`config.mk`:
```
export PLATFORM = sky130hd
export DESIGN_NAME = cv32e40p_ft_replica_ctrl_flat
export DESIGN_NICKNAME = d
export VERILOG_FILES = /design/src/rtl/cv32e40p_ft_replica_ctrl_pkg.sv /design/src/rtl/cv32e40p_ft_replica_ctrl_if.sv /design/src/rtl/cv32e40p_ft_replica_ctrl_health_counter.sv /design/src/rtl/cv32e40p_ft_replica_ctrl.sv /design/src/flat_wrapper.sv
export SDC_FILE = /design/constraint.sdc
export NUM_CORES = 1
export LEC_CHECK = 0
export ABC_AREA = 1
export CORE_UTILIZATION = 25
export CTS_BUF_LIST = sky130_fd_sc_hd__clkbuf_4
export DETAILED_ROUTE_END_ITERATION = 10
export PLACE_DENSITY_LB_ADDON = 0.15
export SYNTH_ARGS = -nofsm -noshare
export SYNTH_HDL_FRONTEND = slang
export SYNTH_SLANG_ARGS = --single-unit
```
`constraint.sdc`:
```
create_clock -name clk -period 2.6 [get_ports clk]
set_clock_uncertainty 0.2 [all_clocks]
set_input_delay 0.52 -clock clk [delete_from_list [all_inputs] [get_ports clk]]
set_output_delay 0.52 -clock clk [all_outputs]
set_load 0.005 [all_outputs]
```
`src/rtl/cv32e40p_ft_replica_ctrl_pkg.sv`:
```
// rtl/cv32e40p_ft_replica_ctrl_pkg.sv - shared types, defaults and helpers for the TMR replica controller
package cv32e40p_pkg2_ft;

    typedef enum logic [1:0] {
        NORMAL   = 2'd0,
        DEGRADED = 2'd1,
        PROBE    = 2'd2,
        FATAL    = 2'd3
    } ft_rctrl_state_e;

    localparam int RCTRL_INCREMENT    = 4;
    localparam int RCTRL_DECREMENT    = 1;
    localparam int RCTRL_THRESHOLD    = 16;
    localparam int RCTRL_COUNT_BIT    = 6;
    localparam int RCTRL_PROBE_DELAY  = 256;
    localparam int RCTRL_PROBE_WINDOW = 64;
    localparam int RCTRL_DLY_BIT      = 9;

    // One-hot mask of a replica index
    function automatic logic [2:0] rctrl_onehot(input logic [1:0] idx);
        return 3'b001 << idx;
    endfunction

    // Lowest-numbered set replica in a mask; 0 when empty
    function automatic logic [1:0] rctrl_first(input logic [2:0] mask);
        logic [1:0] idx;
        idx = 2'd0;
        if (mask[0]) begin
            idx = 2'd0;
        end else if (mask[1]) begin
            idx = 2'd1;
        end else if (mask[2]) begin
            idx = 2'd2;
        end
        return idx;
    endfunction

    // True when at least two replicas are set in the mask
    function automatic logic rctrl_multi(input logic [2:0] mask);
        return (mask[0] & mask[1]) | (mask[0] & mask[2]) | (mask[1] & mask[2]);
    endfunction

endpackage

```
`src/rtl/cv32e40p_ft_replica_ctrl_if.sv`:
```
// rtl/cv32e40p_ft_replica_ctrl_if.sv - health/exclusion signal bundle between a TMR unit and its controller
interface cv32e40p_ft_replica_ctrl_if;

    logic [2:0] block_err_i;
    logic [2:0] force_broken_i;
    logic       retest_en_i;
    logic [2:0] set_broken_o;
    logic [2:0] is_broken_o;
    logic       probing_o;
    logic [1:0] probe_idx_o;
    logic       fatal_o;
    logic [7:0] probe_fail_cnt_o;

    // Unit/debug side: supplies error flags and requests, observes exclusion
    modport master (
        output block_err_i,
        output force_broken_i,
        output retest_en_i,
        input  set_broken_o,
        input  is_broken_o,
        input  probing_o,
        input  probe_idx_o,
        input  fatal_o,
        input  probe_fail_cnt_o
    );

    // Controller side
    modport slave (
        input  block_err_i,
        input  force_broken_i,
        input  retest_en_i,
        output set_broken_o,
        output is_broken_o,
        output probing_o,
        output probe_idx_o,
        output fatal_o,
        output probe_fail_cnt_o
    );

endinterface

```
`src/rtl/cv32e40p_ft_replica_ctrl_health_counter.sv`:
```
// rtl/cv32e40p_ft_replica_ctrl_health_counter.sv - saturating up/down health counter for one replica
module cv32e40p_ft_health_counter
    import cv32e40p_pkg2_ft::*;
#(
    parameter int INCREMENT = RCTRL_INCREMENT,
    parameter int DECREMENT = RCTRL_DECREMENT,
    parameter int COUNT_BIT = RCTRL_COUNT_BIT
) (
    input  logic                 clk,
    input  logic                 rst,
    input  logic                 err,
    input  logic                 freeze,
    input  logic                 clear,
    output logic [COUNT_BIT-1:0] cnt
);

    localparam logic [COUNT_BIT:0] INC_W = (COUNT_BIT+1)'(INCREMENT);
    localparam logic [COUNT_BIT:0] DEC_W = (COUNT_BIT+1)'(DECREMENT);
    localparam logic [COUNT_BIT:0] MAX_W = {1'b0, {COUNT_BIT{1'b1}}};

    logic [COUNT_BIT:0]   wide;
    logic [COUNT_BIT:0]   sum;
    logic [COUNT_BIT:0]   diff;
    logic [COUNT_BIT-1:0] cnt_next;

    // One extra bit of headroom so both saturation ends are detected exactly
    always_comb begin
        wide     = {1'b0, cnt};
        sum      = wide + INC_W;
        diff     = wide - DEC_W;
        cnt_next = cnt;
        if (clear) begin
            cnt_next = '0;
        end else if (!freeze) begin
            if (err) begin
                cnt_next = (sum > MAX_W) ? {COUNT_BIT{1'b1}} : sum[COUNT_BIT-1:0];
            end else begin
                cnt_next = (wide < DEC_W) ? '0 : diff[COUNT_BIT-1:0];
            end
        end
    end

    // Counter register
    always_ff @(posedge clk or posedge rst) begin
        if (rst) begin
            cnt <= '0;
        end else begin
            cnt <= cnt_next;
        end
    end

endmodule

```
`src/rtl/cv32e40p_ft_replica_ctrl.sv`:
```
// rtl/cv32e40p_ft_replica_ctrl.sv - TMR replica health controller with exclusion and periodic re-test
module cv32e40p_ft_replica_ctrl
    import cv32e40p_pkg2_ft::*;
#(
    parameter int INCREMENT    = RCTRL_INCREMENT,
    parameter int DECREMENT    = RCTRL_DECREMENT,
    parameter int THRESHOLD    = RCTRL_THRESHOLD,
    parameter int COUNT_BIT    = RCTRL_COUNT_BIT,
    parameter int PROBE_DELAY  = RCTRL_PROBE_DELAY,
    parameter int PROBE_WINDOW = RCTRL_PROBE_WINDOW,
    parameter int DLY_BIT      = RCTRL_DLY_BIT
) (
    input  logic                     clk,
    input  logic                     rst,
    cv32e40p_ft_replica_ctrl_if.slave bus
);

    localparam logic [DLY_BIT-1:0]   DLY_LOAD = DLY_BIT'(PROBE_DELAY);
    localparam logic [DLY_BIT-1:0]   WIN_LOAD = DLY_BIT'(PROBE_WINDOW);
    localparam logic [DLY_BIT-1:0]   TMR_ONE  = DLY_BIT'(1);
    localparam logic [COUNT_BIT-1:0] THR      = COUNT_BIT'(THRESHOLD);

    ft_rctrl_state_e      state_q, state_d;
    logic [1:0]           idx_q, idx_d;
    logic [DLY_BIT-1:0]   tmr_q, tmr_d;
    logic [7:0]           fail_q, fail_d;
    logic [2:0]           mask_q, mask_d;

    logic [COUNT_BIT-1:0] cnt [3];
    logic [2:0]           cnt_trip;
    logic [2:0]           trip;
    logic [2:0]           idx_oh;
    logic [2:0]           other;
    logic [2:0]           freeze;
    logic [2:0]           clear;
    logic                 clear_idx;

    for (genvar k = 0; k < 3; k++) begin : g_cnt
        cv32e40p_ft_health_counter #(
            .INCREMENT (INCREMENT),
            .DECREMENT (DECREMENT),
            .COUNT_BIT (COUNT_BIT)
        ) u_cnt (
            .clk    (clk),
            .rst    (rst),
            .err    (bus.block_err_i[k]),
            .freeze (freeze[k]),
            .clear  (clear[k]),
            .cnt    (cnt[k])
        );
        assign cnt_trip[k] = (cnt[k] >= THR);
    end

    // Trip is taken from the registered counters, so it acts one cycle after the update
    always_comb begin
        idx_oh = rctrl_onehot(idx_q);
        trip   = cnt_trip | bus.force_broken_i;
        other  = trip & ~idx_oh;
        freeze = ({3{state_q == DEGRADED}} & idx_oh) | ({3{state_q == FATAL}} & mask_q);
        clear  = {3{clear_idx}} & idx_oh;
    end

    // Next-state and datapath updates; one timer serves both delay and window
    always_comb begin
        state_d   = state_q;
        idx_d     = idx_q;
        tmr_d     = tmr_q;
        fail_d    = fail_q;
        mask_d    = mask_q;
        clear_idx = 1'b0;
        case (state_q)
            NORMAL: begin
                if (rctrl_multi(trip)) begin
                    state_d = FATAL;
                    mask_d  = trip;
                end else if (|trip) begin
                    state_d = DEGRADED;
                    idx_d   = rctrl_first(trip);
                    tmr_d   = DLY_LOAD;
                end
            end
            DEGRADED: begin
                if (|other) begin
                    state_d = FATAL;
                    mask_d  = other | idx_oh;
                end else if (bus.retest_en_i && !bus.force_broken_i[idx_q]) begin
                    if (tmr_q <= TMR_ONE) begin
                        state_d   = PROBE;
                        tmr_d     = WIN_LOAD;
                        clear_idx = 1'b1;
                    end else begin
                        tmr_d = tmr_q - TMR_ONE;
                    end
                end else begin
                    tmr_d = DLY_LOAD;
                end
            end
            PROBE: begin
                if (|other) begin
                    state_d = FATAL;
                    mask_d  = other | idx_oh;
                end else if (bus.block_err_i[idx_q] || bus.force_broken_i[idx_q]) begin
                    state_d = DEGRADED;
                    tmr_d   = DLY_LOAD;
                    if (fail_q != 8'hFF) begin
                        fail_d = fail_q + 8'd1;
                    end
                end else if (tmr_q <= TMR_ONE) begin
                    state_d   = NORMAL;
                    idx_d     = 2'd0;
                    clear_idx = 1'b1;
                end else begin
                    tmr_d = tmr_q - TMR_ONE;
                end
            end
            FATAL: begin
                mask_d = mask_q | trip;
            end
            default: begin
                state_d = FATAL;
            end
        endcase
    end

    // Controller state registers
    always_ff @(posedge clk or posedge rst) begin
        if (rst) begin
            state_q <= NORMAL;
            idx_q   <= 2'd0;
            tmr_q   <= '0;
            fail_q  <= 8'd0;
            mask_q  <= 3'b000;
        end else begin
            state_q <= state_d;
            idx_q   <= idx_d;
            tmr_q   <= tmr_d;
            fail_q  <= fail_d;
            mask_q  <= mask_d;
        end
    end

    // Exclusion outputs decoded from the registered state
    always_comb begin
        bus.set_broken_o     = 3'b000;
        bus.is_broken_o      = 3'b000;
        bus.probing_o        = 1'b0;
        bus.fatal_o          = 1'b0;
        bus.probe_idx_o      = idx_q;
        bus.probe_fail_cnt_o = fail_q;
        case (state_q)
            DEGRADED: begin
                bus.set_broken_o = idx_oh;
                bus.is_broken_o  = idx_oh;
            end
            PROBE: begin
                bus.probing_o = 1'b1;
            end
            FATAL: begin
                bus.fatal_o      = 1'b1;
                bus.set_broken_o = mask_q;
                bus.is_broken_o  = mask_q;
            end
            default: begin
            end
        endcase
    end

endmodule
```
`src/flat_wrapper.sv`:
```
// flat-port wrapper written by rule: the top's interface ports become plain ports
module cv32e40p_ft_replica_ctrl_flat import cv32e40p_pkg2_ft::*;
#(
    parameter int INCREMENT    = RCTRL_INCREMENT,
    parameter int DECREMENT    = RCTRL_DECREMENT,
    parameter int THRESHOLD    = RCTRL_THRESHOLD,
    parameter int COUNT_BIT    = RCTRL_COUNT_BIT,
    parameter int PROBE_DELAY  = RCTRL_PROBE_DELAY,
    parameter int PROBE_WINDOW = RCTRL_PROBE_WINDOW,
    parameter int DLY_BIT      = RCTRL_DLY_BIT
)
  (clk, rst, bus_block_err_i, bus_force_broken_i, bus_retest_en_i, bus_set_broken_o, bus_is_broken_o, bus_probing_o, bus_probe_idx_o, bus_fatal_o, bus_probe_fail_cnt_o);
  cv32e40p_ft_replica_ctrl_if bus_i ();
  input  logic clk;
  input  logic rst;
  input wire logic [$bits(bus_i.block_err_i)-1:0] bus_block_err_i;
  input wire logic [$bits(bus_i.force_broken_i)-1:0] bus_force_broken_i;
  input wire logic [$bits(bus_i.retest_en_i)-1:0] bus_retest_en_i;
  output wire logic [$bits(bus_i.set_broken_o)-1:0] bus_set_broken_o;
  output wire logic [$bits(bus_i.is_broken_o)-1:0] bus_is_broken_o;
  output wire logic [$bits(bus_i.probing_o)-1:0] bus_probing_o;
  output wire logic [$bits(bus_i.probe_idx_o)-1:0] bus_probe_idx_o;
  output wire logic [$bits(bus_i.fatal_o)-1:0] bus_fatal_o;
  output wire logic [$bits(bus_i.probe_fail_cnt_o)-1:0] bus_probe_fail_cnt_o;
  assign bus_i.block_err_i = bus_block_err_i;
  assign bus_i.force_broken_i = bus_force_broken_i;
  assign bus_i.retest_en_i = bus_retest_en_i;
  assign bus_set_broken_o = bus_i.set_broken_o;
  assign bus_is_broken_o = bus_i.is_broken_o;
  assign bus_probing_o = bus_i.probing_o;
  assign bus_probe_idx_o = bus_i.probe_idx_o;
  assign bus_fatal_o = bus_i.fatal_o;
  assign bus_probe_fail_cnt_o = bus_i.probe_fail_cnt_o;
  cv32e40p_ft_replica_ctrl #(.INCREMENT(INCREMENT), .DECREMENT(DECREMENT), .THRESHOLD(THRESHOLD), .COUNT_BIT(COUNT_BIT), .PROBE_DELAY(PROBE_DELAY), .PROBE_WINDOW(PROBE_WINDOW), .DLY_BIT(DLY_BIT)) u_core (.clk(clk), .rst(rst), .bus(bus_i));
endmodule
```
==> impl_metrics.yaml <==
synthesis:
  netlist_area_um2: 3670
  ys_warn_count: 0
  ys_ff_latch: 42
  synth_area_per_cell_um2: 7.02
  synth_xor_area_share_pct: 3.58
  synth-simple-area-share_pct: 37.8
  yosysUniqueCellTypes: 38
  ys_seq_area_share_pct: 28.6
  synth_top_family_by_area: "simple AND/OR/NAND/NOR gates"
  synth_compound_area_share_pct: 12.7
  synthCells: 523
  synthAdderAreaFrac_pct: 7.84
  syn_nets: 555
  muxShareOfSynthArea_pct: 0
critical_path:
  worstSetupStartpointType: "flip-flop"
  cp_cell_sequence: "buf_6, ha_4, inv_6, o22ai_1, buf_4, buf_4, dlygate4sd2_1"
  critPathKind: "reg -> out"
  critPathMaxFanout: 4
  cp_slowest_cell: "dfrtp_1"
  required_ps: 1880
  max_stage_delay_ps: 440
  cp_common_cell: "buf_4"
  reg2reg_slack_ps: 360
  worstPathArrival_ps: 1780
  crit_path_end_kind: "primary output"
floorplanning:
  die_y_um: 123
  die_w_um: 123
  core_um2: 14100
  pin_count: 27
  fp-row-count: 43
  die-area_um2: 15200
  initial_utilization_pct: 26.1
sta:
  fmax_mhz: 400
  period_share_pct: 96.2
  setup_slack_ps: 98.8
  hold_viol: 0
  rsz0062_at_grt: "false"
  worst_pin_slew_ps: 485
  slew_viol_final: 0
  relSlewSlack_pct: 67.6
  period_needed_ps: 2500
  finalSetupViolations: 0
  fin_setup_tns_ps: 0
drt:
  wire_per_inst_um: 12.3
  ant_nets: 0
  met2_length_mm: 4.22
  dr_wl_met3_um: 290
  drc: 0
  vias: 3426
  drt-pass1-iter-count: 4
  via_per_inst: 4.55
  finalWirelength_mm: 9.29
  top_layer: "met4"
  drt_iter0_drc: 256
  drt-met1-wl_mm: 4.68
global_route:
  antenna_found_initial: 0
  grt_pass1_wl_mm: 15.8
  grt_pass1_vias: 3246
  grt_max_degree: 24
  overflow: 0
  grt_use_total_pct: 13.1
placement:
  place_area_um2: 4190
  detailedPlace.worstSlack_ps: 122
  gp_congestion: 0.809
  dp_hpwl_mm: 7.16
  port_buffers: 26
layout:
  syn2layout_area_growth_pct: 21.2
  multiInputGateArea_um2: 2310
  layout-drive-gt1-share_pct: 16.6
  stdcell_area_um2: 4450
  seq_area_um2: 1050
  fin_nets: 604
  fillCellCount: 1539
  layout_commonest_cell: "nand2_1"
  mostFrequentLayoutCells: "nand2_1, inv_1, nand3_1"
  diodes: 0
pwr:
  p_sw_mw: 2.78
  combPwrFrac_pct: 68.2
  p_leak_nw: 2.28
  p_int_mw: 2.66
  power.switching_fraction_pct: 51.1
  clock_power_share_pct: 8.4
  share_seq_of_total_power_pct: 23.4
  ir_worst_vdd_uv: 433
  cellPowerDensity_nw_per_um2: 1220
hold_path:
  hold_path.class: "in -> async"
flow_run:
  maxCapViolations: 0
clocking:
  cts_made_buffers: 5
  worstSkewPairLatency_ps: 360
  htree_num_levels: 2
  clkSlewWorstSetupHoldPaths_ps: 150
  cts_tree: "yes"
  clock_path_buffers: 2
  cts_hold_buf: 0
  cts-root-buf: "clkbuf_4"
  clock-sinks: 42
status:
  status: "finished, final reports clean"
==> flip-flops by register name, summed over array words and instances (netlist names) <==
name,cells
u_core.mask_q,3
u_core.g_cnt.u_cnt.cnt,18
u_core.bus.probe_fail_cnt_o,8
u_core.state_q,2
u_core.bus.probe_idx_o,2
u_core.tmr_q,9
==> area by class of cell <==
| cell class | count | area share (%) |
|---|---|---|
| inverters | 69 | 5.93 |
| well taps | 180 | 5.06 |
| clock inverters | 1 | 0.675 |
| flip-flops and latches | 42 | 23.7 |
| repair buffers | 57 | 11.5 |
| multi-input cells | 397 | 52.0 |
| clock buffers | 7 | 1.18 |
==> stage by stage <==
stage / hold slack, ps / total power [mW] / utilization [%] / instances
after floorplan: 271 / 3.84 / - / 523
after global placement: 295 / 4.79 / 29.7 / 728
after detailed placement: 306 / 4.78 / 29.7 / 728
after CTS: 284 / 5.45 / 31.1 / 746
after global routing: 299 / 6.06 / 31.6 / 753
final: 270 / 5.45 / 31.6 / 753
==> timing repair <==
action / in CTS / in global routing
pin swaps: 3 / 1
setup endpoints to repair: 6 / 4
gates resized for setup: 15 / 6
endpoints found under the hold margin: 0 / 0
setup buffers: 10 / 7
==> synthesized netlist by cell type (all sizes together) <==
cell type / number / share of area [%]
inv: 69 / 7.1
clkbuf: 4 / 0.41
ha: 23 / 7.8
o21bai: 2 / 0.41
nor2: 47 / 6.7
nand3: 59 / 10
nand2b: 1 / 0.17
xor2: 11 / 2.6
a21oi: 27 / 3.9
nand3b: 7 / 1.8
nor3: 10 / 1.5
o21ai: 42 / 6.1
nor4: 1 / 0.17
a31oi: 6 / 1.0
or2: 3 / 0.51
xnor2: 4 / 0.95
o22ai: 4 / 0.68
buf: 11 / 2.0
dfrtp: 42 / 29
o31ai: 3 / 0.61
nand4: 11 / 1.9
nand2: 134 / 14
nor3b: 2 / 0.41
==> logic make-up after synthesis <==
kind of cell | after synthesis
buf+inv | 84
fa+ha+maj | 23
compound gates | 84
simple gates | 275
xor+xnor | 15
flops | 42
==> metal layers <==
layer	up-vias	global-route usage, %
li1	1804	-
met1	1559	18.1
met2	53	21.4
met3	10	2.03
met4	0	3.09
met5	-	0
==> final timing paths <==
path,end,depth (start not counted),startpoint
max,bus_set_broken_o[2],7,u_core.state_q[0]$_DFFE_PP0P_
min,u_core.g_cnt[2].u_cnt.cnt[1]$_DFFE_PP0P_,2,rst
max reg2reg,u_core.g_cnt[2].u_cnt.cnt[1]$_DFFE_PP0P_,12,u_core.state_q[0]$_DFFE_PP0P_
min reg2reg,u_core.tmr_q[1]$_DFFE_PP0P_,2,u_core.tmr_q[1]$_DFFE_PP0P_
max in group asynchronous,u_core.g_cnt[0].u_cnt.cnt[0]$_DFFE_PP0P_,3,rst
min in group clk,u_core.tmr_q[1]$_DFFE_PP0P_,2,u_core.tmr_q[1]$_DFFE_PP0P_
==> critical path: cells and delay by family, from the launching register on <==
family / cells / cell delay [ps]
flops: 1 / 440
fa+ha+maj: 1 / 160
buf+inv: 5 / 720
compound gates: 1 / 70
==> power by group through the flow <==
stage	combinational, mW	clock [mW]	sequential [mW]
floorplan	2.70	0	1.14
global placement	3.50	0	1.29
detailed placement	3.49	0	1.30
CTS	3.70	0.480	1.27
global route	4.24	0.511	1.31
finish	3.72	0.457	1.27
No activity file was read; power rests on OpenSTA's default activity.
